`config.mk`:
```
export PLATFORM = sky130hd
export DESIGN_NAME = mem_ctrl_flat
export DESIGN_NICKNAME = d
export VERILOG_FILES = /design/src/rtl/mem_ctrl_if.sv /design/src/rtl/mem_ctrl.sv /design/src/flat_wrapper.sv
export SDC_FILE = /design/constraint.sdc
export NUM_CORES = 1
export LEC_CHECK = 0
export CAP_MARGIN = 30
export CORE_UTILIZATION = 23
export DETAILED_ROUTE_END_ITERATION = 16
export PLACE_DENSITY = 0.45
export SYNTH_ARGS = -nofsm -noshare
export SYNTH_HDL_FRONTEND = slang
export SYNTH_SLANG_ARGS = --single-unit
```
`constraint.sdc`:
```
create_clock -name clk -period 7.8 [get_ports clk]
set_input_delay 1.56 -clock clk [delete_from_list [all_inputs] [get_ports clk]]
set_output_delay 1.56 -clock clk [all_outputs]
set_load 0.005 [all_outputs]
```
`src/rtl/mem_ctrl_if.sv`:
```
// Bus bundle for mem_ctrl: fetch port, LSB port and the byte-wide RAM/IO port.
interface mem_ctrl_if;
  logic        rdy;
  logic        jump_wrong;
  logic        ifetch_req;
  logic [31:0] ifetch_addr;
  logic        ifetch_done;
  logic [31:0] ifetch_data;
  logic        lsb_read_signal;
  logic        lsb_write_signal;
  logic [2:0]  lsb_len;
  logic [31:0] lsb_addr;
  logic [31:0] lsb_data;
  logic        lsb_signed;
  logic        mem_load_success;
  logic        mem_store_success;
  logic [31:0] from_mem_data;
  logic [7:0]  mem_din;
  logic [7:0]  mem_dout;
  logic [31:0] mem_a;
  logic        mem_wr;
  logic        io_buffer_full;

  modport slave (
    input  rdy, jump_wrong, ifetch_req, ifetch_addr,
           lsb_read_signal, lsb_write_signal, lsb_len, lsb_addr, lsb_data, lsb_signed,
           mem_din, io_buffer_full,
    output ifetch_done, ifetch_data, mem_load_success, mem_store_success, from_mem_data,
           mem_dout, mem_a, mem_wr
  );

  modport master (
    output rdy, jump_wrong, ifetch_req, ifetch_addr,
           lsb_read_signal, lsb_write_signal, lsb_len, lsb_addr, lsb_data, lsb_signed,
           mem_din, io_buffer_full,
    input  ifetch_done, ifetch_data, mem_load_success, mem_store_success, from_mem_data,
           mem_dout, mem_a, mem_wr
  );
endinterface

```
`src/rtl/mem_ctrl.sv`:
```
// Memory controller: arbitrates fetch vs LSB and sequences one byte-serial
// RAM transaction at a time (little-endian loads with extension, stores with IO stall).
module mem_ctrl (
  input  logic      clk,
  input  logic      rst,
  mem_ctrl_if.slave bus
);

  typedef enum logic [1:0] {IDLE, FETCH, LOAD, STORE} state_e;

  state_e      state_q, state_d;
  logic [2:0]  cnt_q, cnt_d;
  logic        last_lsb_q, last_lsb_d;
  logic        bubble_q, bubble_d;
  logic [31:0] base_q, base_d;
  logic [2:0]  len_q, len_d;
  logic        signed_q, signed_d;
  logic [31:0] wdata_q, wdata_d;
  logic [31:0] result_q, result_d;
  logic        ifetch_done_q, ifetch_done_d;
  logic [31:0] ifetch_data_q, ifetch_data_d;
  logic        load_ok_q, load_ok_d;
  logic        store_ok_q, store_ok_d;
  logic [31:0] load_data_q, load_data_d;

  logic        lsb_req, grant_lsb, block, stall;
  logic [31:0] assembled, extended;

  assign lsb_req   = bus.lsb_read_signal | bus.lsb_write_signal;
  assign grant_lsb = lsb_req & ~(bus.ifetch_req & last_lsb_q);
  // Done cycle and the cycle after it never grant: requesters are still dropping their level.
  assign block     = bubble_q | ifetch_done_q | load_ok_q | store_ok_q;
  assign stall     = (state_q == STORE) && bus.io_buffer_full && (base_q[17:16] == 2'b11);

  // Byte arriving this cycle belongs to the address issued on the previous one.
  always_comb begin
    assembled = result_q;
    case (cnt_q)
      3'd1:    assembled[7:0]   = bus.mem_din;
      3'd2:    assembled[15:8]  = bus.mem_din;
      3'd3:    assembled[23:16] = bus.mem_din;
      3'd4:    assembled[31:24] = bus.mem_din;
      default: ;
    endcase
    extended = assembled;
    case (len_q)
      3'd1:    extended = {{24{signed_q & assembled[7]}}, assembled[7:0]};
      3'd2:    extended = {{16{signed_q & assembled[15]}}, assembled[15:0]};
      default: extended = assembled;
    endcase
  end

  always_comb begin
    bus.mem_a    = '0;
    bus.mem_dout = '0;
    bus.mem_wr   = 1'b0;
    case (state_q)
      FETCH, LOAD: begin
        if (cnt_q < len_q) bus.mem_a = base_q + {29'b0, cnt_q};
      end
      STORE: begin
        if (!stall) begin
          bus.mem_wr = 1'b1;
          bus.mem_a  = base_q + {29'b0, cnt_q};
          case (cnt_q[1:0])
            2'd0:    bus.mem_dout = wdata_q[7:0];
            2'd1:    bus.mem_dout = wdata_q[15:8];
            2'd2:    bus.mem_dout = wdata_q[23:16];
            default: bus.mem_dout = wdata_q[31:24];
          endcase
        end
      end
      default: ;
    endcase
  end

  always_comb begin
    state_d       = state_q;
    cnt_d         = cnt_q;
    last_lsb_d    = last_lsb_q;
    base_d        = base_q;
    len_d         = len_q;
    signed_d      = signed_q;
    wdata_d       = wdata_q;
    result_d      = result_q;
    ifetch_done_d = 1'b0;
    ifetch_data_d = ifetch_data_q;
    load_ok_d     = 1'b0;
    store_ok_d    = 1'b0;
    load_data_d   = load_data_q;
    bubble_d      = ifetch_done_q | load_ok_q | store_ok_q;

    case (state_q)
      IDLE: begin
        if (!bus.jump_wrong && !block) begin
          if (grant_lsb) begin
            state_d    = bus.lsb_write_signal ? STORE : LOAD;
            base_d     = bus.lsb_addr;
            len_d      = bus.lsb_len;
            signed_d   = bus.lsb_signed;
            wdata_d    = bus.lsb_data;
            result_d   = '0;
            cnt_d      = '0;
            last_lsb_d = 1'b1;
          end else if (bus.ifetch_req) begin
            state_d    = FETCH;
            base_d     = bus.ifetch_addr;
            len_d      = 3'd4;
            signed_d   = 1'b0;
            result_d   = '0;
            cnt_d      = '0;
            last_lsb_d = 1'b0;
          end
        end
      end
      FETCH, LOAD: begin
        if (bus.jump_wrong) begin
          state_d = IDLE;
          cnt_d   = '0;
        end else begin
          if (cnt_q != 3'd0) result_d = assembled;
          if (cnt_q == len_q) begin
            state_d = IDLE;
            cnt_d   = '0;
            if (state_q == FETCH) begin
              ifetch_done_d = 1'b1;
              ifetch_data_d = assembled;
            end else begin
              load_ok_d   = 1'b1;
              load_data_d = extended;
            end
          end else begin
            cnt_d = cnt_q + 3'd1;
          end
        end
      end
      STORE: begin
        if (!stall) begin
          if (cnt_q == len_q - 3'd1) begin
            state_d    = IDLE;
            cnt_d      = '0;
            store_ok_d = 1'b1;
          end else begin
            cnt_d = cnt_q + 3'd1;
          end
        end
      end
      default: state_d = IDLE;
    endcase
  end

  always_ff @(posedge clk or posedge rst) begin
    if (rst) begin
      state_q       <= IDLE;
      cnt_q         <= '0;
      last_lsb_q    <= 1'b0;
      bubble_q      <= 1'b0;
      base_q        <= '0;
      len_q         <= '0;
      signed_q      <= 1'b0;
      wdata_q       <= '0;
      result_q      <= '0;
      ifetch_done_q <= 1'b0;
      ifetch_data_q <= '0;
      load_ok_q     <= 1'b0;
      store_ok_q    <= 1'b0;
      load_data_q   <= '0;
    end else if (bus.rdy) begin
      state_q       <= state_d;
      cnt_q         <= cnt_d;
      last_lsb_q    <= last_lsb_d;
      bubble_q      <= bubble_d;
      base_q        <= base_d;
      len_q         <= len_d;
      signed_q      <= signed_d;
      wdata_q       <= wdata_d;
      result_q      <= result_d;
      ifetch_done_q <= ifetch_done_d;
      ifetch_data_q <= ifetch_data_d;
      load_ok_q     <= load_ok_d;
      store_ok_q    <= store_ok_d;
      load_data_q   <= load_data_d;
    end
  end

  assign bus.ifetch_done       = ifetch_done_q;
  assign bus.ifetch_data       = ifetch_data_q;
  assign bus.mem_load_success  = load_ok_q;
  assign bus.mem_store_success = store_ok_q;
  assign bus.from_mem_data     = load_data_q;

endmodule

```
`src/flat_wrapper.sv`:
```
// flat-port wrapper written by rule: the top's interface ports become plain ports
module mem_ctrl_flat 
  (clk, rst, bus_rdy, bus_jump_wrong, bus_ifetch_req, bus_ifetch_addr, bus_lsb_read_signal, bus_lsb_write_signal, bus_lsb_len, bus_lsb_addr, bus_lsb_data, bus_lsb_signed, bus_mem_din, bus_io_buffer_full, bus_ifetch_done, bus_ifetch_data, bus_mem_load_success, bus_mem_store_success, bus_from_mem_data, bus_mem_dout, bus_mem_a, bus_mem_wr);
  mem_ctrl_if bus_i ();
  input  logic clk;
  input  logic rst;
  input wire logic [$bits(bus_i.rdy)-1:0] bus_rdy;
  input wire logic [$bits(bus_i.jump_wrong)-1:0] bus_jump_wrong;
  input wire logic [$bits(bus_i.ifetch_req)-1:0] bus_ifetch_req;
  input wire logic [$bits(bus_i.ifetch_addr)-1:0] bus_ifetch_addr;
  input wire logic [$bits(bus_i.lsb_read_signal)-1:0] bus_lsb_read_signal;
  input wire logic [$bits(bus_i.lsb_write_signal)-1:0] bus_lsb_write_signal;
  input wire logic [$bits(bus_i.lsb_len)-1:0] bus_lsb_len;
  input wire logic [$bits(bus_i.lsb_addr)-1:0] bus_lsb_addr;
  input wire logic [$bits(bus_i.lsb_data)-1:0] bus_lsb_data;
  input wire logic [$bits(bus_i.lsb_signed)-1:0] bus_lsb_signed;
  input wire logic [$bits(bus_i.mem_din)-1:0] bus_mem_din;
  input wire logic [$bits(bus_i.io_buffer_full)-1:0] bus_io_buffer_full;
  output wire logic [$bits(bus_i.ifetch_done)-1:0] bus_ifetch_done;
  output wire logic [$bits(bus_i.ifetch_data)-1:0] bus_ifetch_data;
  output wire logic [$bits(bus_i.mem_load_success)-1:0] bus_mem_load_success;
  output wire logic [$bits(bus_i.mem_store_success)-1:0] bus_mem_store_success;
  output wire logic [$bits(bus_i.from_mem_data)-1:0] bus_from_mem_data;
  output wire logic [$bits(bus_i.mem_dout)-1:0] bus_mem_dout;
  output wire logic [$bits(bus_i.mem_a)-1:0] bus_mem_a;
  output wire logic [$bits(bus_i.mem_wr)-1:0] bus_mem_wr;
  assign bus_i.rdy = bus_rdy;
  assign bus_i.jump_wrong = bus_jump_wrong;
  assign bus_i.ifetch_req = bus_ifetch_req;
  assign bus_i.ifetch_addr = bus_ifetch_addr;
  assign bus_i.lsb_read_signal = bus_lsb_read_signal;
  assign bus_i.lsb_write_signal = bus_lsb_write_signal;
  assign bus_i.lsb_len = bus_lsb_len;
  assign bus_i.lsb_addr = bus_lsb_addr;
  assign bus_i.lsb_data = bus_lsb_data;
  assign bus_i.lsb_signed = bus_lsb_signed;
  assign bus_i.mem_din = bus_mem_din;
  assign bus_i.io_buffer_full = bus_io_buffer_full;
  assign bus_ifetch_done = bus_i.ifetch_done;
  assign bus_ifetch_data = bus_i.ifetch_data;
  assign bus_mem_load_success = bus_i.mem_load_success;
  assign bus_mem_store_success = bus_i.mem_store_success;
  assign bus_from_mem_data = bus_i.from_mem_data;
  assign bus_mem_dout = bus_i.mem_dout;
  assign bus_mem_a = bus_i.mem_a;
  assign bus_mem_wr = bus_i.mem_wr;
  mem_ctrl u_core (.clk(clk), .rst(rst), .bus(bus_i));
endmodule
```
; ---- Yosys cells after proc, flatten, opt, wreduce, memory -nomap -nowiden
; Cells that the tools add are included.
[classes]
n_addsub = 3
n_lt_le_gt_ge = 1
n_eq_ne = 21
muxes = 54
bitwise_logic = 13
reduce_logical = 18
[op_table]
columns = operator, n
row1 = $mux W32, 9
row2 = $pmux W32 S2, 3
row3 = $mux W8, 6
row4 = $add A32 B3 Y32, 1
row5 = $mux W3, 9
row6 = $pmux W8 S3, 1
row7 = $mux W1, 17
row8 = $mux W2, 7
row9 = $reduce_and A4 Y1, 3
row10 = $reduce_and A6 Y1, 2
row11 = $reduce_and A5 Y1, 2
row12 = $eq A3 B2 Y1 const B, 3
row13 = $pmux W3 S3, 1
row14 = $eq A2 B2 Y1 const B, 4
row15 = $eq A3 B1 Y1 const B, 2
row16 = $eq A3 B3 Y1, 2
row17 = $ne A2 B2 Y1 const B, 3
row18 = $ne A3 B2 Y1 const B, 2
row19 = $or A1 B1 Y1, 6
row20 = $pmux W2 S3, 1
row21 = $and A1 B1 Y1, 4
row22 = $eq A2 B1 Y1 const B, 2
row23 = $logic_not A2 Y1, 2
row24 = $ne A2 B1 Y1 const B, 2
row25 = 10 further kinds, 16
[totals]
reg_bits = 174
in_bits = 116
output_inout_bits = 108
wordCells = 124

; ---- Depth between registers and ports, before layout
; Gate-level depths: netlist of run 1.
[logic_depth]
word_depth = 7
mapped_depth = 9
depth_no_buf = 7

; ---- Worst setup path after synthesis of run 1
; Ideal clock, no wire load.
[synth_path]
path_type = input -> output
from = input bus_io_buffer_full
to = output bus_mem_a[3]
arrival_time_ns = 2.230
t_required_ns = 6.240
slack_ns = 4.010
path_stages = 5
n_path_buf = 1
cell_sequence = nand3_1 nand2_1 a21o_1 clkbuf_1 nor2_1
[synth_via]
elab_chain_len = 4
[synth_rtl]
columns = item, line
row1 = from (decl), flat_wrapper.sv:18  ; input wire logic [$bits(bus_i.io_buffer_full)-1:0] bus_io_buffer_full;
row2 = $logic_and A1 B1 Y1 (2 in a row), mem_ctrl.sv:33  ; assign stall = (state_q == STORE) && bus.io_buffer_full && (base_q[17:16] == 2'b11);
row3 = $mux W32, mem_ctrl.sv:62  ; if (!stall) begin
row4 = $pmux W32 S2, mem_ctrl.sv:57  ; case (state_q)
row5 = to (decl), flat_wrapper.sv:25  ; output wire logic [$bits(bus_i.mem_a)-1:0] bus_mem_a;
; Every way passes these cells.

; ---- Final worst setup path of run 1
[layout_path]
from = input bus_io_buffer_full
to = output bus_mem_a[2]
; The elaborated chain is that of the path after synthesis.

==> results of run 1 <==
-- cells by family after synthesis --
| family | after synthesis | share of synthesized area [%] |
|---|---|---|
| DFF | 174 | 49.4 |
| adders and majority gates | 19 | 2.78 |
| muxes | 99 | 11.7 |
| buffers and inverters | 86 | 4.09 |
| and+or+nand+nor | 235 | 12.8 |
| xor gates and xnor gates | 11 | 1.26 |
| AOI/OAI and AO/OA | 249 | 17.9 |
-- registers in the layout, indices dropped and copies added, names as in the netlist --
register and flops:
u_core.base_q 32, u_core.bubble_q 1, u_core.bus.from_mem_data 32, u_core.bus.ifetch_data 32
u_core.bus.ifetch_done 1, u_core.bus.mem_load_success 1, u_core.bus.mem_store_success 1, u_core.cnt_q 3
u_core.last_lsb_q 1, u_core.len_q 3, u_core.result_q 32, u_core.signed_q 1
u_core.state_q 2, u_core.wdata_q 32
-- worst reg2reg max path, cell delays in order (launching register included) --
cell and delay (ns):
sky130_fd_sc_hd__dfrtp_1 0.40, sky130_fd_sc_hd__inv_1 0.08, sky130_fd_sc_hd__ha_1 0.67, sky130_fd_sc_hd__clkinv_1 0.87
sky130_fd_sc_hd__a22oi_1 0.38, sky130_fd_sc_hd__buf_4 0.37, sky130_fd_sc_hd__or2_2 0.68, sky130_fd_sc_hd__o211ai_1 0.19
-- cells in the final DEF, fill, tap and decap left out, types with 3 or more instances in the layout --
cell type and instances:
sky130_fd_sc_hd__a21o_1 6, sky130_fd_sc_hd__a21oi_1 70, sky130_fd_sc_hd__a222oi_1 8, sky130_fd_sc_hd__a22o_1 3, sky130_fd_sc_hd__and3_1 3, sky130_fd_sc_hd__and4_1 4, sky130_fd_sc_hd__buf_4 11, sky130_fd_sc_hd__clkbuf_16 17
sky130_fd_sc_hd__clkdlybuf4s50_1 223, sky130_fd_sc_hd__clkinv_4 4, sky130_fd_sc_hd__dfrtp_1 174, sky130_fd_sc_hd__diode_2 4, sky130_fd_sc_hd__ha_1 18, sky130_fd_sc_hd__inv_1 22, sky130_fd_sc_hd__inv_6 6, sky130_fd_sc_hd__mux2_2 34
sky130_fd_sc_hd__mux2i_1 65, sky130_fd_sc_hd__nand2_1 48, sky130_fd_sc_hd__nand2b_1 3, sky130_fd_sc_hd__nand3_1 28, sky130_fd_sc_hd__nand4_1 8, sky130_fd_sc_hd__nor2_1 95, sky130_fd_sc_hd__nor2b_1 5, sky130_fd_sc_hd__nor3_1 3
sky130_fd_sc_hd__nor4_1 3, sky130_fd_sc_hd__o211ai_1 10, sky130_fd_sc_hd__o21ai_0 75, sky130_fd_sc_hd__o22a_1 24, sky130_fd_sc_hd__o31ai_1 40, sky130_fd_sc_hd__or3_1 9, sky130_fd_sc_hd__or4_1 14, sky130_fd_sc_hd__xnor2_1 7
sky130_fd_sc_hd__xor2_1 3
-- power breakdown --
group | internal, mW | total (mW) | leakage (nW) | switching [mW]
sequential | 1.27 | 1.56 | 2.22 | 0.294
clock | 0.434 | 0.834 | 0.279 | 0.400
combinational | 0.921 | 1.76 | 2.62 | 0.838
-- final cells by class --
| class | count | share of cell area [%] |
|---|---|---|
| flip-flops and latches | 174 | 35.9 |
| clock buffers | 20 | 3.76 |
| repair buffers | 236 | 19.4 |
| multi-input cells | 613 | 34.0 |
| diodes | 4 | 0.0825 |
| well taps | 511 | 5.27 |
| inverters | 24 | 0.783 |
| clock inverters | 12 | 0.866 |
-- worst paths after layout --
| path | from | end | slack, ns |
|---|---|---|---|
| max | bus_io_buffer_full | bus_mem_a[2] | 2.57 |
| min | u_core.base_q[2]$_DFFE_PP0P_ | u_core.base_q[2]$_DFFE_PP0P_ | 0.50 |
| max reg2reg | u_core.state_q[0]$_DFFE_PP0P_ | u_core.result_q[5]$_DFFE_PP0P_ | 4.02 |
| min reg2reg | u_core.base_q[2]$_DFFE_PP0P_ | u_core.base_q[2]$_DFFE_PP0P_ | 0.50 |
| max in group asynchronous | rst | u_core.bubble_q$_DFFE_PP0P_ | 4.94 |
| min in group asynchronous | rst | u_core.wdata_q[20]$_DFFE_PP0P_ | 1.62 |
-- layer usage --
metal | routed length (µm) | up-vias | GRT usage (%)
li1 | - | 3566 | -
met1 | 13800 | 3604 | 20.5
met2 | 13700 | 150 | 24.4
met3 | 1370 | 14 | 3.69
met4 | 309 | 2 | 3.76
met5 | 12 | - | 0
==> metrics.txt, run 1 <==
number of cells traversed by the worst register-to-register path 7; Most used DFF post-synth sky130_fd_sc_hd__dfrtp_1; worst-skew pair later-pin latency 0.43 ns; worst slack at placement approximately 2.1 ns; Std-Cell Rows roughly 70; most frequent cell after synthesis sky130_fd_sc_hd__dfrtp_1; Setup crit start kind input port; global-route wire length before repair 44.7 mm; Gates resized, CTS repair 0; number of failing setup endpoints in the final timing report 0; initial antenna violation count 5; leakage dissipation 5.12 nW; number of warning messages in the yosys log 0; Placement Cell Area around 12000 µm²; reported max-cap violation count 0; number of buffers inserted by hold repair at cts 0; io pins 224; leading cell types by total area after synthesis sky130_fd_sc_hd__dfrtp_1 49%, sky130_fd_sc_hd__mux2i_1 7.4%, sky130_fd_sc_hd__mux2_2 4.3%; mean routed wirelength per cell 18.3 µm; fraction of layout instances using a drive strength above 1 8.34%; Seq cells post-synth approximately 170; count of endpoints failing hold in the final timing report 0; Placed Instances roughly 1600; Chip Width 198 µm; number of global-route vias before repair 7362; largest net degree at the start of global routing 72; total power density per cell area 342 nW/µm²; post-DR vias/cell 4.60; share of async-settable or async-resettable flops after synthesis 100%; Worst Setup End Kind output port; setup bufs post-CTS 0; Critical Path Slowest Stage Cell sky130_fd_sc_hd__clkdlybuf4s50_1; number of buffer and inverter stages on the critical path 3; antenna violation net count after detailed routing 0; slowest cell delay on critical path 0.54 ns; Layout Nets about 1200; DIE AREA 39100 µm²; worst-case headroom to the max-slew limit between 30% and 40%; setup repair after global routing missed its margin no; final cell utilization of the core 32.2%; count of pins over their slew limit 0; Chip Height 198 µm; clock root buffer master sky130_fd_sc_hd__clkbuf_16; placeable core region 37700 µm²; gr ovfl total 0; Max clock buf depth 2; maximum level of the CTS H-tree 4; CTS Buf Count 17; number of enable flip-flop cells after synthesis 0; required time at the endpoint of the critical path 6.24 ns; Power, Total about 4.2 mW; post-route insts no fill 1594; Max Fanout on Critical Path 32; count of unique library cells instantiated by Yosys 52; Seq. cell area 4350 µm²; Yosys top cell area share 49.4%; transition at the pin with the smallest max-transition slack approximately 0.97 ns; Starting Density a little under a quarter; most numerous cell on the critical path sky130_fd_sc_hd__clkdlybuf4s50_1; Final Hold Slack roughly 0.5 ns; crit path kind in -> out; Clock Skews 0.00760 ns; gate count of the mapped netlist around 870; delay-heaviest family, CP buffers and inverters; TritonCTS clock tree yes; register area share after synthesis a little under 50%; area of the mapped netlist ~8800 µm²; Area Overhead vs Synth 37.8%; total DRC errors in the routed layout 0; kind of path behind the tightest hold check reg -> reg; number of port buffers 223; GRT Overall Usage 15.2%; nets in the synthesized netlist 1008; final instance area 12100 µm²; post-DP HPWL ~20 mm; # clock sinks 174; outcome completed; setup slack of the critical path after layout 2.57 ns; vias post-DR about 7300; Multi-input gate area ~4100 µm²; ratio of final minimum period to clock period 67.0%; total routed wirelength 29.2 mm; largest vdd supply drop between 150 and 200 µV; Max Freq 191 MHz; WHS Path Cells 2; total iterations of the first detailed-routing run 4; mean area per synthesized cell 10.1 µm²; crit path time final 5.23 ns; DRC violation total after the first TritonRoute iteration 453; cell-by-cell listing of the critical path clkdlybuf4s50_1, nand3_1, nand2_1, a21o_1, buf_16, nor3_1, clkdlybuf4s50_1; number of cells on the critical path 7; most numerous cell types in the synthesized netlist 174 x sky130_fd_sc_hd__dfrtp_1, 96 x sky130_fd_sc_hd__nor2_1, 75 x sky130_fd_sc_hd__o21ai_0, 71 x sky130_fd_sc_hd__a21oi_1, 65 x sky130_fd_sc_hd__mux2i_1; number of inserted filler cells in the final layout roughly 4000; RePlAce Congestion 0.770; Yosys top cell by area sky130_fd_sc_hd__dfrtp_1; arrival time reported for the critical path endpoint 3.67 ns; Setup Total Neg Slack 0 ns; CTS clk-pin slew, worst paths 0.07 ns
(Power assumes the default switching activity.)
==> run 2, diff against run 1 <==
- clock period: 7.8 -> 5.4 ns (I/O delays scaled with it)
==> run 2 against run 1 <==
Non-clock buffer count increased by 2. Register-to-register slack got worse by 2.1 ns. Cell count down 0.13%. Clock power up 47%. Core utilization about the same. Wire length fell by 0.69%. Critical endpoint is now bus_mem_a[28]. Highest routed layer unchanged.
==> metrics.txt, run 2 (synthesized netlist as in run 1, its figures left out) <==
TritonCTS clock tree yes; total DRC errors in the routed layout 0; required time at the endpoint of the critical path ~4.3 ns; count of endpoints failing hold in the final timing report 0; post-DP HPWL ~20 mm; DRC violation total after the first TritonRoute iteration 330; slowest cell delay on critical path 0.53 ns; CTS clk-pin slew, worst paths 0.07 ns; final cell utilization of the core about a third; Max Fanout on Critical Path 17; Max Freq around 220 MHz; reported max-cap violation count 0; total power density per cell area 493 nW/µm²; Area Overhead vs Synth 37.9%; DIE AREA 39100 µm²; Setup crit start kind flop; Antenna Diode Count 0; Max clock buf depth 2; Clock Skews 0.0149 ns; io pins 224; Critical Path Slowest Stage Cell sky130_fd_sc_hd__clkdlybuf4s50_1; number of buffer and inverter stages on the critical path 3; delay-heaviest family, CP buffers and inverters; leakage dissipation 5.12 nW; kind of path behind the tightest hold check reg -> reg; Placed Instances 1560; RePlAce Congestion 0.766; total iterations of the first detailed-routing run 6; initial antenna violation count 2; setup repair after global routing missed its margin no; number of buffers inserted by hold repair at cts 0; Chip Width 198 µm; post-route insts no fill ~1600; Gates resized, CTS repair 0; # clock sinks 174; gr ovfl total 0; Setup Total Neg Slack 0 ns; Std-Cell Rows 71; number of inserted filler cells in the final layout 3945; worst-skew pair later-pin latency 0.45 ns; fraction of layout instances using a drive strength above 1 under 10%; most frequent standard cell in the layout excluding fill and tap cells sky130_fd_sc_hd__clkdlybuf4s50_1; cell-by-cell listing of the critical path ha_1, inv_1, fa_1, nor2b_1, o2111ai_1, buf_4, or4_1, a21oi_1, clkdlybuf4s50_1; clock root buffer master sky130_fd_sc_hd__clkbuf_16; outcome completed; register-to-register path setup slack 1.91 ns; crit path kind reg -> out; maximum level of the CTS H-tree 4; Worst Setup End Kind output port; placeable core region 37700 µm²; antenna violation net count after detailed routing 0; number of port buffers between 200 and 250; arrival time reported for the critical path endpoint about 3.4 ns; GRT Overall Usage 15.3%; Starting Density 23.4%; Chip Height 198 µm; total routed wirelength 29.0 mm; ratio of final minimum period to clock period slightly above 80%; largest vdd supply drop 264 µV; Layout Nets approximately 1200; count of pins over their slew limit 0; post-DR vias/cell roughly 4.6; mean routed wirelength per cell 18.2 µm; number of global-route vias before repair approximately 7400; setup bufs post-CTS 0; most frequent cells in the layout 223 x sky130_fd_sc_hd__clkdlybuf4s50_1, 174 x sky130_fd_sc_hd__dfrtp_1, 95 x sky130_fd_sc_hd__nor2_1, 75 x sky130_fd_sc_hd__o21ai_0, 70 x sky130_fd_sc_hd__a21oi_1; CTS Buf Count 17; number of failing setup endpoints in the final timing report 0; worst-case headroom to the max-slew limit approximately 36%; global-route wire length before repair approximately 45 mm; Power, Total about 6 mW; transition at the pin with the smallest max-transition slack 0.964 ns; largest net degree at the start of global routing 155; vias post-DR between 7000 and 8000; crit path time final 4.46 ns
## run 2: worst min-delay path, delay by kind of cell (launching register included)
| kind | cells | cell delay, ns |
|---|---|---|
| AO/OA/AOI/OAI | 1 | 0.06 |
| AND/OR/NAND/NOR | 1 | 0.05 |
| flip-flops | 1 | 0.36 |
## run 2: worst paths after layout
check,from,to,cells past startpoint
hold reg to reg,u_core.base_q[0]$_DFFE_PP0P_,u_core.base_q[0]$_DFFE_PP0P_,2
setup reg to reg,u_core.cnt_q[1]$_DFFE_PP0P_,u_core.bus.from_mem_data[26]$_DFFE_PP0P_,7
setup / recovery,u_core.cnt_q[0]$_DFFE_PP0P_,bus_mem_a[28],9
max in group asynchronous,rst,u_core.bus.ifetch_data[14]$_DFFE_PP0P_,3
hold / removal,u_core.base_q[0]$_DFFE_PP0P_,u_core.base_q[0]$_DFFE_PP0P_,2
min in group asynchronous,rst,u_core.base_q[29]$_DFFE_PP0P_,2
## run 2: power breakdown
group	total, mW	leakage, nW	internal, mW	switching (mW)
Combinational	2.50	2.62	1.32	1.18
Sequential	2.26	2.22	1.83	0.428
Clock	1.23	0.278	0.614	0.615
## run 2: layer usage
layer	track usage, %	part of all wire (%)
met5	0	0.093
met4	4.16	1.2
met3	3.88	4.8
met2	24.3	47
met1	20.5	47
## run 2: layout make-up
| class | instances | area (µm²) | share of cell area [%] |
|---|---|---|---|
| clock buffer | 17 | 425 | 3.50 |
| clock inverter | 15 | 146 | 1.21 |
| inverter | 24 | 93.8 | 0.772 |
| multi-input combinational | 613 | 4120 | 33.9 |
| sequential | 174 | 4350 | 35.8 |
| tap | 511 | 639 | 5.26 |
| timing repair buffer | 238 | 2360 | 19.5 |
## run 2: through the flow
| step | hold slack [ns] | setup WS (ns) | cell area, µm² |
|---|---|---|---|
| global route | 0.524 | 0.676 | 12100 |
| global placement | 0.481 | 0.949 | 11600 |
| floorplan | 0.450 | 2.10 | 8810 |
| detailed placement | 0.486 | 0.953 | 11600 |
| CTS | 0.503 | 0.901 | 12100 |
| finish | 0.497 | 0.936 | 12100 |
==> run 3, diff against run 2 <==
- clock period: 5.4 -> 4.2 ns (I/O delays scaled with it)
==> run 3 against run 2 <==
Register-to-register slack worse by 0.73 ns. Clock power rose by 33%. Count of clock-buffer cells in the layout is 2 higher. Via count about the same. Core utilization up 0.49 points. Sequential share of layout area is 0.52 points lower. Sequential cell count unchanged.
==> metrics.txt, run 3 (synthesized netlist as in run 1, its figures left out) <==
most frequent cells in the layout 222 x sky130_fd_sc_hd__clkdlybuf4s50_1, 173 x sky130_fd_sc_hd__dfrtp_1, 95 x sky130_fd_sc_hd__nor2_1, 75 x sky130_fd_sc_hd__o21ai_0, 70 x sky130_fd_sc_hd__a21oi_1; post-route insts no fill 1606; Seq. cell area approximately 4400 µm²; post-DR vias/cell 4.59; worst reg2reg startpoint u_core.cnt_q[0]$_DFFE_PP0P_; Chip Width 198 µm; total routed wirelength 29.1 mm; DIE AREA just under 40000 µm²; Placed Instances around 1600; Chip Height approximately 200 µm; Power, Total 7.85 mW; # clock sinks 174; most frequent standard cell in the layout excluding fill and tap cells sky130_fd_sc_hd__clkdlybuf4s50_1; Clock Skews 0.0124 ns; fraction of layout instances using a drive strength above 1 about a tenth; vias post-DR 7378; Internal Power 5.02 mW; Max Freq 247 MHz; crit path kind reg -> out; Setup Total Neg Slack 0 ns; post-DP HPWL 20.8 mm; Setup crit start kind flop; outcome completed; mean routed wirelength per cell 18.1 µm; kind of path behind the tightest hold check reg -> reg; Std-Cell Rows 71; global-route wire length before repair around 44 mm; Layout Nets approximately 1200; CTS clk-pin slew, worst paths 0.07 ns; Starting Density 23.4%; Max clock buf depth 2; setup slack of the critical path after layout 0.159 ns; worst-case hold path end point u_core.base_q[2]$_DFFE_PP0P_; number of port buffers 223; leakage dissipation roughly 5.2 nW; TritonCTS clock tree yes; worst-case headroom to the max-slew limit roughly 42%; HP Start u_core.base_q[2]$_DFFE_PP0P_; total DRC errors in the routed layout 0; setup repair after global routing missed its margin no; ratio of final minimum period to clock period between 90% and 100%; DRC violation total after the first TritonRoute iteration approximately 440; transition at the pin with the smallest max-transition slack 0.865 ns; gr ovfl total 0; number of cells traversed by the worst register-to-register path 7; count of pins over their slew limit 0; arrival time reported for the critical path endpoint approximately 3.2 ns; WHS Path Cells 2; largest net degree at the start of global routing 70; number of global-route vias before repair between 7000 and 8000; share of total power in combinational logic a little over two fifths; initial antenna violation count 3; worst-skew pair later-pin latency 0.45 ns; total power density per cell area 637 nW/µm²; count of endpoints failing hold in the final timing report 0; crit path time final 4.04 ns; final cell utilization of the core ~33%; net switching fraction of the power 36.1%; antenna violation net count after detailed routing 0; clock root buffer master sky130_fd_sc_hd__clkbuf_16; total iterations of the first detailed-routing run 5; Max Fanout on Critical Path 17; register-to-register path setup slack ~1.2 ns; placeable core region approximately 38000 µm²; maximum level of the CTS H-tree 4; RePlAce Congestion between 0.7 and 0.8; number of buffers inserted by hold repair at cts 0; R2R Path End u_core.bus.from_mem_data[16]$_DFFE_PP0P_; required time at the endpoint of the critical path 3.36 ns; Worst Setup End Kind output port; reported max-cap violation count 0; part of the power in the clock network 20.8%; GRT Overall Usage between 15 and 20%; sequential share of power 37.0%; largest vdd supply drop 305 µV; number of inserted filler cells in the final layout 3933; Area Overhead vs Synth 40.0%; worst slack at placement about 0.32 ns; CTS Buf Count 17; io pins 224; number of failing setup endpoints in the final timing report 0; Multi-input gate area 4130 µm²; switching power 2.84 mW
## run 3: cell types whose count changed in the layout (fill, tap and decap cells not counted), sizes merged
cell           previous run  this run
clkbuf                   17        19
bufinv                    0         2
dlymetal6s2s              0         1
clkinvlp                  3         2
inv                      30        26
clkdlybuf4s50           223       222
clkinv                    6         7
buf                      15        28
diode                     0         1
## run 3: how the worst max path moves through the flow
stage	from	depth (start not counted)	end
finish	u_core.cnt_q[0]$_DFFE_PP0P_	9	bus_mem_a[30]
floorplan	rst	1	u_core.base_q[0]$_DFFE_PP0P_
global route	u_core.cnt_q[0]$_DFFE_PP0P_	9	bus_mem_a[26]
CTS	u_core.cnt_q[0]$_DFFE_PP0P_	9	bus_mem_a[28]
detailed placement	bus_io_buffer_full	6	bus_mem_a[2]
global placement	bus_io_buffer_full	6	bus_mem_a[2]
## run 3: per-stage QoR
step / hold slack, ns / instance area [µm²]
2_1_floorplan: 0.450 / 8810
3_3_place_gp: 0.483 / 11600
3_5_place_dp: 0.485 / 11700
4_1_cts: 0.505 / 12300
5_1_grt: 0.523 / 12300
6_report: 0.496 / 12300
## run 3: cell type report
cell class,instances,share of cell area (%)
flip-flops and latches,174,35.3
clock buffers,19,3.59
well taps,511,5.18
inverters,24,0.761
clock inverters,13,1.28
repair buffers,251,20.3
diodes,1,0.0203
multi-input cells,613,33.5
## run 3: what timing repair did
action	in CTS	in global routing
buffers inserted	0	2
resized for setup	2	3
setup endpoints to repair	5	5
## run 3: routing by layer
layer	vias to the layer above	GRT usage (%)	part of all wire, %
li1	3591	-	-
met5	-	0	0.079
met2	173	23.7	47
met3	32	3.38	5.0
met4	4	6.00	2.0
met1	3578	20.3	46
## run 3: power by group through the flow
stage                     Sequential (mW)  Clock [mW]  Combinational, mW
after floorplan                      2.80           0               1.73
after global placement               2.93           0               3.26
after detailed placement             2.94           0               3.30
after CTS                            2.91        1.71               3.32
after global routing                 3.01        1.77               3.66
final                                2.90        1.64               3.31
## run 3: worst max-delay path, stage by stage, from the launching register on
cell                              delay (ns)
sky130_fd_sc_hd__dfrtp_1                0.40
sky130_fd_sc_hd__ha_2                   0.21
sky130_fd_sc_hd__inv_1                  0.06
sky130_fd_sc_hd__fa_1                   0.42
sky130_fd_sc_hd__nor2b_4                0.16
sky130_fd_sc_hd__o2111ai_1              0.12
sky130_fd_sc_hd__buf_4                  0.22
sky130_fd_sc_hd__or4_1                  0.47
sky130_fd_sc_hd__a21oi_1                0.17
sky130_fd_sc_hd__clkdlybuf4s50_1        0.52
==> patch 1, RTL diff (config.mk and constraints of run 2) <==
Reset style: synchronous (`rst`), changed in one clocked block.
--- a/src/rtl/mem_ctrl.sv
+++ b/src/rtl/mem_ctrl.sv
@@ -149,7 +149,7 @@
     endcase
   end
 
-  always_ff @(posedge clk or posedge rst) begin
+  always_ff @(posedge clk) begin
     if (rst) begin
       state_q       <= IDLE;
       cnt_q         <= '0;
Function: differs if rst is asserted again (counterexample within 4 cycles, from zero or initial values and one cycle with rst high); with rst held inactive, the same outputs for 4 cycles.
==> patch 1 against run 2 <==
Wire length is 5.1% lower; via count is 3.4% higher; worst setup slack lost 0.24 ns; count of clock-buffer cells in the layout unchanged; sequential cell count did not move; synthesized area decreased by 5.8%; design area fell by 5.0%; largest cell class is now multi-input combinational cells.
Power is not compared: it rests on default switching activity, and its combinational part moved more than twofold at a synthesized area within 25%.
==> patch 1: results (changes against run 2) <==
metric;value;unit;change
max_slew.worst_pin.slew;0.954;ns;was 0.964 ns
async_flop_share;0;;was 1.00
gr-usage-all-layers;0.150;;was 0.153
setup.worst_path.end;bus_mem_a[30];;was bus_mem_a[28]
fin_skew;0.0177;ns;was 0.0149 ns
wl_met3;1.35;mm;was 1.38 mm
muxShareOfSynthArea;0.112;;was 0.117
synth_common_cells;dfxtp_1 (174), nor2_1 (148), nand2_1 (128);;was dfrtp_1 (174), nor2_1 (96), o21ai_0 (75)
place_ws;0.929;ns;was 0.953 ns
synth_seq_area_share;0.420;;was 0.494
drtIter0Drc;360;;was 330
met2_usage;0.232;;was 0.243
grt_pass1_wl;42.1;mm;was 44.7 mm
top_layer_used;met4;;was met5
reg2reg_to;u_core.bus.from_mem_data[28]$_SDFFE_PP0P_;;was u_core.bus.from_mem_data[26]$_DFFE_PP0P_
synthAdderAreaFrac;0.0295;;was 0.0278
wl_met1;13.8;mm;was 13.6 mm
syn_nets;1134;;was 1,008
synth_compound_area_frac;0.166;;was 0.179
hold_path_end;u_core.result_q[25]$_SDFFE_PP0P_;;was u_core.base_q[0]$_DFFE_PP0P_
finalNetCount;1314;;was 1,203
path_max_fanout;8;;was 17
dr_wl_met2;12.2;mm;was 13.7 mm
grt_pass1_vias;7319;;was 7,386
status;finished, final reports clean;;unchanged
r2r_cells;8;;was 7
whs;0.450;ns;was 0.497 ns
grt_max_degree;129;;was 155
grtUsageMet3;0.0294;;was 0.0388
gp_congestion;0.796;;was 0.766
wl;27.6;mm;was 29.0 mm
fillers;3794;;was 3,945
rrSetupSlack;1.81;ns;was 1.91 ns
use_met1;0.211;;was 0.205
firstDrtPassIters;7;;was 6
cp-startpoint;u_core.cnt_q[1]$_SDFFE_PP0P_;;was u_core.cnt_q[0]$_DFFE_PP0P_
synth_xor_area_frac;0.0271;;was 0.0126
synth-main-ff-cell;dfxtp_1;;was dfrtp_1
synthDistinctLibCells;47;;was 52
hold_start;u_core.result_q[25]$_SDFFE_PP0P_;;was u_core.base_q[0]$_DFFE_PP0P_
cp_data_arrival_time;3.62;ns;was 3.38 ns
drt-vias-per-instance;4.61;;was 4.63
post-dp-hpwl;19.4;mm;was 20.3 mm
postPlaceCellArea;10900;µm²;was 11,600 µm²
drive_gt1_frac;0.0663;;was 0.0860
min_period_over_period;0.871;;was 0.827
-- patch 1: stage by stage --
stage	cells	utilization	power [mW]
detailed placement	1619	0.307	1.96
CTS	1651	0.323	3.21
global route	1653	0.324	3.32
global placement	1619	0.307	1.96
finish	1653	0.324	3.15
floorplan	999	-	1.71
-- patch 1: layout make-up --
cell class / count / area share
repair buffers: 236 / 0.204
well taps: 461 / 0.0500
multi-input cells: 727 / 0.387
flip-flops and latches: 174 / 0.302
clock inverters: 15 / 0.0125
inverters: 23 / 0.00748
clock buffers: 17 / 0.0369
-- patch 1: kinds of logic (layout without fill, tap and decap cells) --
family,Yosys count,after routing
xor+xnor,24,24
mux,90,90
compound gates,214,214
simple gates,380,380
flops,174,174
fa+ha+maj,19,19
buf+inv,98,291
-- patch 1: critical path, stage by stage, from the launching register on --
cell and delay [ns]:
dfxtp_1 0.50, inv_1 0.15, fa_1 0.44, nand2b_1 0.23, a2111oi_4 0.61, nand2_1 0.19, or3_1 0.38, a21oi_1 0.15
clkdlybuf4s50_1 0.54
==> patch 2, RTL diff (flow settings as in run 2) <==
Without the edit above. The 4 states of `state_e` get a Gray code encoding in 2 bits.
--- a/src/rtl/mem_ctrl.sv
+++ b/src/rtl/mem_ctrl.sv
@@ -6,7 +6,7 @@
   mem_ctrl_if.slave bus
 );
 
-  typedef enum logic [1:0] {IDLE, FETCH, LOAD, STORE} state_e;
+  typedef enum logic [1:0] {IDLE = 2'b00, FETCH = 2'b01, LOAD = 2'b11, STORE = 2'b10} state_e;
 
   state_e      state_q, state_d;
   logic [2:0]  cnt_q, cnt_d;
Function: same outputs for any inputs over 4 cycles, from zero or initial values and one cycle with rst high; so few cycles prove little.
==> patch 2 against run 2 <==
Design area is 0.89% lower; first-iteration DRC count is 1.5% lower; synthesized area is 1.6% lower; critical endpoint is now bus_mem_a[24]; maximum frequency is 1.4% higher; largest power group unchanged; largest cell class unchanged; total power is 5.4% lower; wire length is 5.7% lower; critical path type unchanged; synthesized cell count is 7.2% higher; sequential power is 9.7% lower; final cell count is 3.8% higher; sequential cell count stayed put; worst setup slack better by 0.060 ns; non-clock buffer count stayed put.
==> patch 2: results (changes against run 2) <==
metric;value;unit;change
drive_gt1_frac;0.0801;;was 0.0860
use_met1;0.200;;was 0.205
synthDistinctLibCells;47;;was 52
grt_pass1_vias;7393;;was 7,386
synthCells;936;;was 873
finalNetCount;1266;;was 1,203
grt_pass1_wl;43.5;mm;was 44.7 mm
p_seq;2.04;mW;was 2.26 mW
synth_seq_area_share;0.503;;was 0.494
irDropWorstVdd;0.000220;V;was 0.000264 V
place_ws;0.940;ns;was 0.953 ns
gp_congestion;0.716;;was 0.766
max_slew.worst_pin.slew;0.852;ns;was 0.964 ns
crit_path_max_incr_delay;0.51;ns;was 0.53 ns
grtUsageMet3;0.0373;;was 0.0388
synth_common_cells;nand2_1 (219), dfrtp_1 (174), nor2_1 (96);;was dfrtp_1 (174), nor2_1 (96), o21ai_0 (75)
setup.worst_path.end;bus_mem_a[24];;was bus_mem_a[28]
wl;27.4;mm;was 29.0 mm
drtIter0Drc;325;;was 330
gr-usage-all-layers;0.149;;was 0.153
synth_area_leaders;dfrtp_1 (50%), nand2_1 (9.5%), mux2i_1 (4.7%);;was dfrtp_1 (49%), mux2i_1 (7.4%), mux2_2 (4.3%)
reg2reg_to;u_core.bus.from_mem_data[18]$_DFFE_PP0P_;;was u_core.bus.from_mem_data[26]$_DFFE_PP0P_
status;finished, final reports clean;;unchanged
dr_wl_met2;12.8;mm;was 13.7 mm
cp_data_arrival_time;3.32;ns;was 3.38 ns
hold_path_end;u_core.wdata_q[14]$_DFFE_PP0P_;;was u_core.base_q[0]$_DFFE_PP0P_
hold_start;u_core.wdata_q[14]$_DFFE_PP0P_;;was u_core.base_q[0]$_DFFE_PP0P_
fin_skew;0.0170;ns;was 0.0149 ns
pwr-share-clk;0.226;;was 0.205
stdcell_count;1652;;was 1,592
grt_max_degree;101;;was 155
p_per_area;471;nW/µm²;was 493 nW/µm²
rrSetupSlack;1.78;ns;was 1.91 ns
wl_met1;13.0;mm;was 13.6 mm
whs;0.477;ns;was 0.497 ns
met2_usage;0.239;;was 0.243
post-dp-hpwl;19.4;mm;was 20.3 mm
leakage;5.28;nW;was 5.12 nW
path_max_fanout;6;;was 17
-- patch 2: cell count changes after synthesis, moves of 10 or more --
cell / before / now
nand2_1: 48 / 219
o31ai_1: 40 / 0
mux2i_1: 65 / 41
a21oi_1: 71 / 52
xor2_1: 3 / 21
o22a_1: 24 / 8
nand3_1: 28 / 14
or4_1: 14 / 0
nand2b_1: 3 / 13
o211ai_1: 10 / 0
-- patch 2: cells by family after synthesis --
| group | synth area share |
|---|---|
| compound gates | 0.115 |
| xor+xnor | 0.0321 |
| fa+ha+maj | 0.0225 |
| buf+inv | 0.0355 |
| flops | 0.503 |
| mux | 0.0903 |
| simple gates | 0.202 |
-- patch 2: cell type report --
| cell class | instances | area [µm²] |
|---|---|---|
| multi-input combinational | 690 | 4030 |
| timing repair buffer | 238 | 2370 |
| inverter | 14 | 56.3 |
| tap | 504 | 631 |
| fill | 3848 | 24800 |
| clock buffer | 17 | 425 |
| clock inverter | 15 | 171 |
| sequential | 174 | 4350 |
